[src/rtl/stack_unit.sv]
// Hardware stack engine: pushes/pops return PC and flag byte to data memory.
// Responds to the control unit's stack handshake and masters the data bus.
module stack_unit #(
  parameter logic [7:0] STACK_INIT  = 8'h00,
  parameter int         STACK_DEPTH = 32
) (
  input  logic       clk,
  input  logic       rst,
  input  logic       stack_op_ongoing,
  input  logic       push_or_pop,
  output logic       stack_op_end,
  input  logic [7:0] push_pc,
  input  logic [7:0] push_flags,
  output logic [7:0] return_addr,
  output logic [7:0] ret_flags,
  output logic [7:0] sp,
  output logic       bus_req,
  input  logic       bus_grant,
  output logic [7:0] mem_addr,
  output logic       mem_wr,
  output logic       mem_rd,
  output logic [7:0] mem_dout,
  input  logic [7:0] mem_din,
  output logic       stack_ovf,
  output logic       stack_unf,
  input  logic       dbg_is_brk,
  input  logic       dbg_sp_wr,
  input  logic [7:0] dbg_data_in
);

  typedef enum logic [2:0] {
    S_IDLE,
    S_REQ,
    S_XFER0,
    S_XFER1,
    S_END,
    S_WAITLOW
  } state_t;

  state_t state_q, state_d;

  logic       op_push_q;
  logic [7:0] pc_q;
  logic [7:0] flags_q;
  logic [7:0] sp_q;

  logic              in_idle;
  logic              dbg_wr;
  logic              accept;
  logic [7:0]        occ;
  logic signed [9:0] room;
  logic              push_err;
  logic              pop_err;
  logic              in_xfer;
  logic              active;
  logic [7:0]        xfer_addr;

  assign in_idle = (state_q == S_IDLE);
  assign dbg_wr  = in_idle && dbg_is_brk && dbg_sp_wr;
  // A debugger SP write takes the IDLE cycle; the request is seen next cycle
  assign accept  = in_idle && stack_op_ongoing && !dbg_wr;

  assign occ  = STACK_INIT - sp_q;
  assign room = $signed(10'(STACK_DEPTH)) - $signed({2'b00, occ});

  assign push_err = push_or_pop && (room < 10'sd2);
  assign pop_err  = !push_or_pop && (occ < 8'd2);

  assign in_xfer = (state_q == S_XFER0) || (state_q == S_XFER1);
  assign active  = in_xfer && bus_grant;

  always_comb begin
    state_d = state_q;
    unique case (state_q)
      S_IDLE: begin
        if (accept) begin
          if (push_err || pop_err) state_d = S_END;
          else                     state_d = S_REQ;
        end
      end
      S_REQ:     if (bus_grant) state_d = S_XFER0;
      S_XFER0:   if (bus_grant) state_d = S_XFER1;
      S_XFER1:   if (bus_grant) state_d = S_END;
      S_END:     state_d = S_WAITLOW;
      S_WAITLOW: if (!stack_op_ongoing) state_d = S_IDLE;
      default:   state_d = S_IDLE;
    endcase
  end

  always_comb begin
    xfer_addr = 8'h00;
    unique case (1'b1)
      op_push_q && state_q == S_XFER0:  xfer_addr = sp_q - 8'd1;
      op_push_q && state_q == S_XFER1:  xfer_addr = sp_q - 8'd2;
      !op_push_q && state_q == S_XFER0: xfer_addr = sp_q;
      !op_push_q && state_q == S_XFER1: xfer_addr = sp_q + 8'd1;
      default:                          xfer_addr = 8'h00;
    endcase
  end

  always_comb begin
    bus_req      = (state_q == S_REQ) || in_xfer;
    stack_op_end = (state_q == S_END);
    mem_wr       = active && op_push_q;
    mem_rd       = active && !op_push_q;
    mem_addr     = active ? xfer_addr : 8'h00;
    mem_dout     = 8'h00;
    if (mem_wr) begin
      mem_dout = (state_q == S_XFER0) ? pc_q : flags_q;
    end
  end

  assign sp = sp_q;

  always_ff @(posedge clk or posedge rst) begin
    if (rst) begin
      state_q     <= S_IDLE;
      op_push_q   <= 1'b0;
      pc_q        <= 8'h00;
      flags_q     <= 8'h00;
      sp_q        <= STACK_INIT;
      return_addr <= 8'h00;
      ret_flags   <= 8'h00;
      stack_ovf   <= 1'b0;
      stack_unf   <= 1'b0;
    end else begin
      state_q <= state_d;
      if (dbg_wr) begin
        sp_q      <= dbg_data_in;
        stack_ovf <= 1'b0;
        stack_unf <= 1'b0;
      end
      if (accept) begin
        op_push_q <= push_or_pop;
        pc_q      <= push_pc;
        flags_q   <= push_flags;
        if (push_err) stack_ovf <= 1'b1;
        if (pop_err)  stack_unf <= 1'b1;
      end
      if (mem_rd && state_q == S_XFER0) ret_flags   <= mem_din;
      if (mem_rd && state_q == S_XFER1) return_addr <= mem_din;
      // SP moves only once both bytes are on the bus
      if (active && state_q == S_XFER1) begin
        sp_q <= op_push_q ? sp_q - 8'd2 : sp_q + 8'd2;
      end
    end
  end

endmodule

[config.mk]
export PLATFORM = sky130hd
export DESIGN_NAME = stack_unit
export DESIGN_NICKNAME = d
export VERILOG_FILES = /design/src/rtl/stack_unit.sv
export SDC_FILE = /design/constraint.sdc
export NUM_CORES = 1
export LEC_CHECK = 0
export ABC_CLOCK_PERIOD_IN_PS = 3600
export CAP_MARGIN = 25
export CORE_UTILIZATION = 49
export DETAILED_ROUTE_END_ITERATION = 8
export GPL_ROUTABILITY_DRIVEN = 0
export PLACE_DENSITY = 0.81
export SLEW_MARGIN = 20
export SYNTH_ARGS = -nofsm -noshare
export SYNTH_HDL_FRONTEND = slang
export SYNTH_SLANG_ARGS = --single-unit
[constraint.sdc]
create_clock -name clk -period 3.6 [get_ports clk]
set_input_delay 0.72 -clock clk [delete_from_list [all_inputs] [get_ports clk]]
set_output_delay 0.72 -clock clk [all_outputs]
set_load 0.03 [all_outputs]
==> key figures <==
Run status
  • Status: finished, final reports clean

Timing
  • FMAX: around 0.29 GHz
  • Setup violations, final: 0
  • Slew headroom: 0.546
  • Slew @ Worst Pin: 672 ps
  • Worst Skew: ~12 ps
  • Slew Limit Fails: 0
  • Fin crit share: 0.968
  • Endpoints failing hold: 0
  • Tmin final: approximately 3500 ps

Worst setup path
  • Critical Path AT: 2770 ps
  • CP Cell Sequence: nand2b_4, nor2_2, inv_2, ha_1, a21o_1, a21oi_2, o21ai_1, or4_4, a211o_1, o211ai_1, buf_4
  • CP max stage delay: approximately 420 ps
  • CP max stage cell: or4_4
  • Buf/Inv on CP: 2
  • Worst EP required: 2880 ps
  • CP Class: register to output port
  • Max FO, Critical Path: 6
  • Delay-heaviest family, CP: compound AO/OA/AOI/OAI gates
  • CP Capture Type: output port
  • Worst Setup Start Kind: register

Power
  • Leak: around 1.7 nW
  • Pwr dens: 949 mW/mm²
  • Power, Total: 3.96 mW
  • IR drop worst, VDD: 0.604 mV

Routing
  • 1st-iter DRT viols: approximately 210
  • Initial DRT Pass Iterations: 4
  • Post-route ant nets: 0
  • Routed WL: 8.14 mm
  • DRC viols: 0
  • Via Count: 2852
  • Drt via density: about 5.7
  • Routed len/inst: 16.3 µm

GRT
  • First-pass GRT wire length: 13.2 mm
  • Pin count of the biggest net entering global routing: 33
  • All-layer global routing usage: 0.258
  • Grt total ovfl: 0
  • Vias in the first global route: around 2900
  • Initial antenna violation count: 0

Clock network
  • CTS Root Cell: clkbuf_8
  • Clock Sinks: 46
  • Post-CTS Setup Inserts: 0
  • Hold Buf Count CTS: 0
  • CTS clk-pin slew, worst paths: 90 ps
  • H-tree depth: 2
  • Max Root-Sink Buffers: 2
  • CTS Buf Count: 5
  • Worst-skew pair later-pin latency: ~300 ps
  • CTS tree: built

Logic synthesis
  • Avg Cell Area, Syn: 9.29 µm²
  • Post-Synth Adder-Cell Area: 0.0464
  • Syn Nets: 387
  • Gate Count Post-Synth: 337
  • Top cells by area, synth: dfrtp_1 37%, mux2_2 12%, nand2_1 4.8%, nor2_1 4.8%, ha_1 4.0%
  • Post-synthesis xor/xnor area fraction: 0.0476
  • Share of flip-flops with an asynchronous set or reset: 1.00
  • Synth top area share: 0.368
  • Distinct cell type count after synthesis: 61
  • Sequential share of the synthesized area: 0.368
  • Cell area after synthesis: 0.00313 mm²
  • Post-synthesis compound-gate area fraction: 0.170
  • Main flop type after synthesis: dfrtp_1
  • Combinational family with the most area after synthesis: simple AND/OR/NAND/NOR gates
  • Most common cell in the netlist: dfrtp_1
  • Synthesized flop and latch total: 46
  • Ys Warns: 0
  • Post-synth EDFFs: 0
  • Post-synth top area cell: dfrtp_1
  • Mux cell area share after synthesis: 0.126
  • Simple-gate area share of the yosys netlist: 0.206
  • Most instantiated cells after synthesis: 46 x dfrtp_1, 40 x nand2_1, 40 x nor2_1

Layout
  • Finished Layout Cells: 498
  • Final instance area: approximately 0.0042 mm²
  • Reg area: 0.00115 mm²
  • P&R area growth vs syn: 33.2%
  • Util after Layout: 0.692
  • Fraction of layout cells with a size suffix above 1: 0.180
  • ANT cells: 0
  • Nets: 473
  • Fill count: between 400 and 500
  • Area of the multi-input gates: around 0.0019 mm²

Place
  • Port Buffers: 84
  • Placement Cell Area: 0.00406 mm²
  • Hpwl dp: approximately 6.3 mm
  • Placed insts: slightly below 500

Job
  • Max cap viols: 0

Floorplan
  • Starting Density: 0.519
  • Chip Width: 81.9 µm
  • Die area: 0.00671 mm²
  • Row count: 28
  • Die height: 81.9 µm
  • IO Count: 85
  • CORE AREA: 0.00603 mm²

Worst hold path
  • Hold Path Class: register to register
-- worst reg2reg max path: cells and delay by family, from the launching register on --
kind / cells / cell delay (ps)
compound gates: 4 / 700
fa+ha+maj: 1 / 320
buf+inv: 1 / 180
flops: 1 / 490
simple gates: 2 / 690
-- flip-flops by register name, summed over array words and instances, names as in the netlist --
name and count:
flags_q 8, pc_q 8, ret_flags 8, return_addr 8, sp 8, state_q 3
op_push_q 1, stack_ovf 1, stack_unf 1
-- path summary, 6_finish.rpt --
kind                                        from                        to  slack, ps  depth (start not counted)
min in group asynchronous                    rst  ret_flags[5]$_DFFE_PP0P_        770                          2
min reg2reg                  stack_unf$_DFF_PP0_       stack_unf$_DFF_PP0_        490                          2
max in group asynchronous                    rst       pc_q[5]$_DFFE_PP0P_       2230                          3
max                        op_push_q$_DFFE_PP0P_               mem_addr[7]        110                         11
min                          stack_unf$_DFF_PP0_       stack_unf$_DFF_PP0_        490                          2
max reg2reg                    sp[1]$_DFFE_PP0P_       stack_ovf$_DFF_PP0_       1120                          8
-- cells in the final DEF, fill, tap and decap left out, drive strengths merged, types with 2 or more instances in the layout --
master and count:
a221oi 4, a32oi 5, nor4b 2, and2 4, or3 2, a221o 3
clkdlybuf4s50 79, xor2 3, nor2 41, ha 10, o211ai 5, mux2 34
a21o 3, o41ai 2, o21ai 13, nor3b 2, o22ai 2, nand3 7
o311ai 2, nand2b 3, a21oi 24, dfrtp 46, nor2b 7, inv 10
xnor2 14, a211o 2, and3 2, clkbuf 6, nor3 7, buf 16
a211oi 2, nand2 40
-- cells by family after synthesis --
group,count (synthesis)
compound gates,74
simple gates,127
buf+inv,27
xor+xnor,17
fa+ha+maj,11
flops,46
mux,35
-- final cells by class --
cell class,count,area share
Multi-Input combinational cell,264,0.453
Sequential cell,46,0.276
Timing Repair Buffer,95,0.218
Tap cell,75,0.0225
Clock buffer,6,0.0174
Inverter,11,0.0102
Clock inverter,1,0.00180
-- routing by layer --
layer / vias to the layer above / global-route usage / share of wire
li1: 1378 / - / -
met5: - / 0 / 0
met2: 121 / 0.429 / 0.47
met3: 12 / 0.0722 / 0.091
met4: 0 / 0.0702 / 0.015
met1: 1341 / 0.327 / 0.43
-- stage by stage --
step                      hold slack (ps)  TNS, ps  setup slack [ps]
after floorplan                       479        0               155
after global placement                474        0               334
after detailed placement              482        0               265
after CTS                             501        0              7.85
after global routing                  522    -23.7             -14.7
final                                 489        0               114
-- report_power, final --
group	internal (mW)	switching (mW)	total, mW
Combinational	1.17	1.48	2.65
Clock	0.133	0.171	0.304
Sequential	0.768	0.235	1.00
-- timing repair --
item | CTS | global route
pin swaps | 0 | 2
setup endpoints to repair | 2 | 2
gates resized for setup | 2 | 8
No activity file was read; power rests on OpenSTA's default activity.
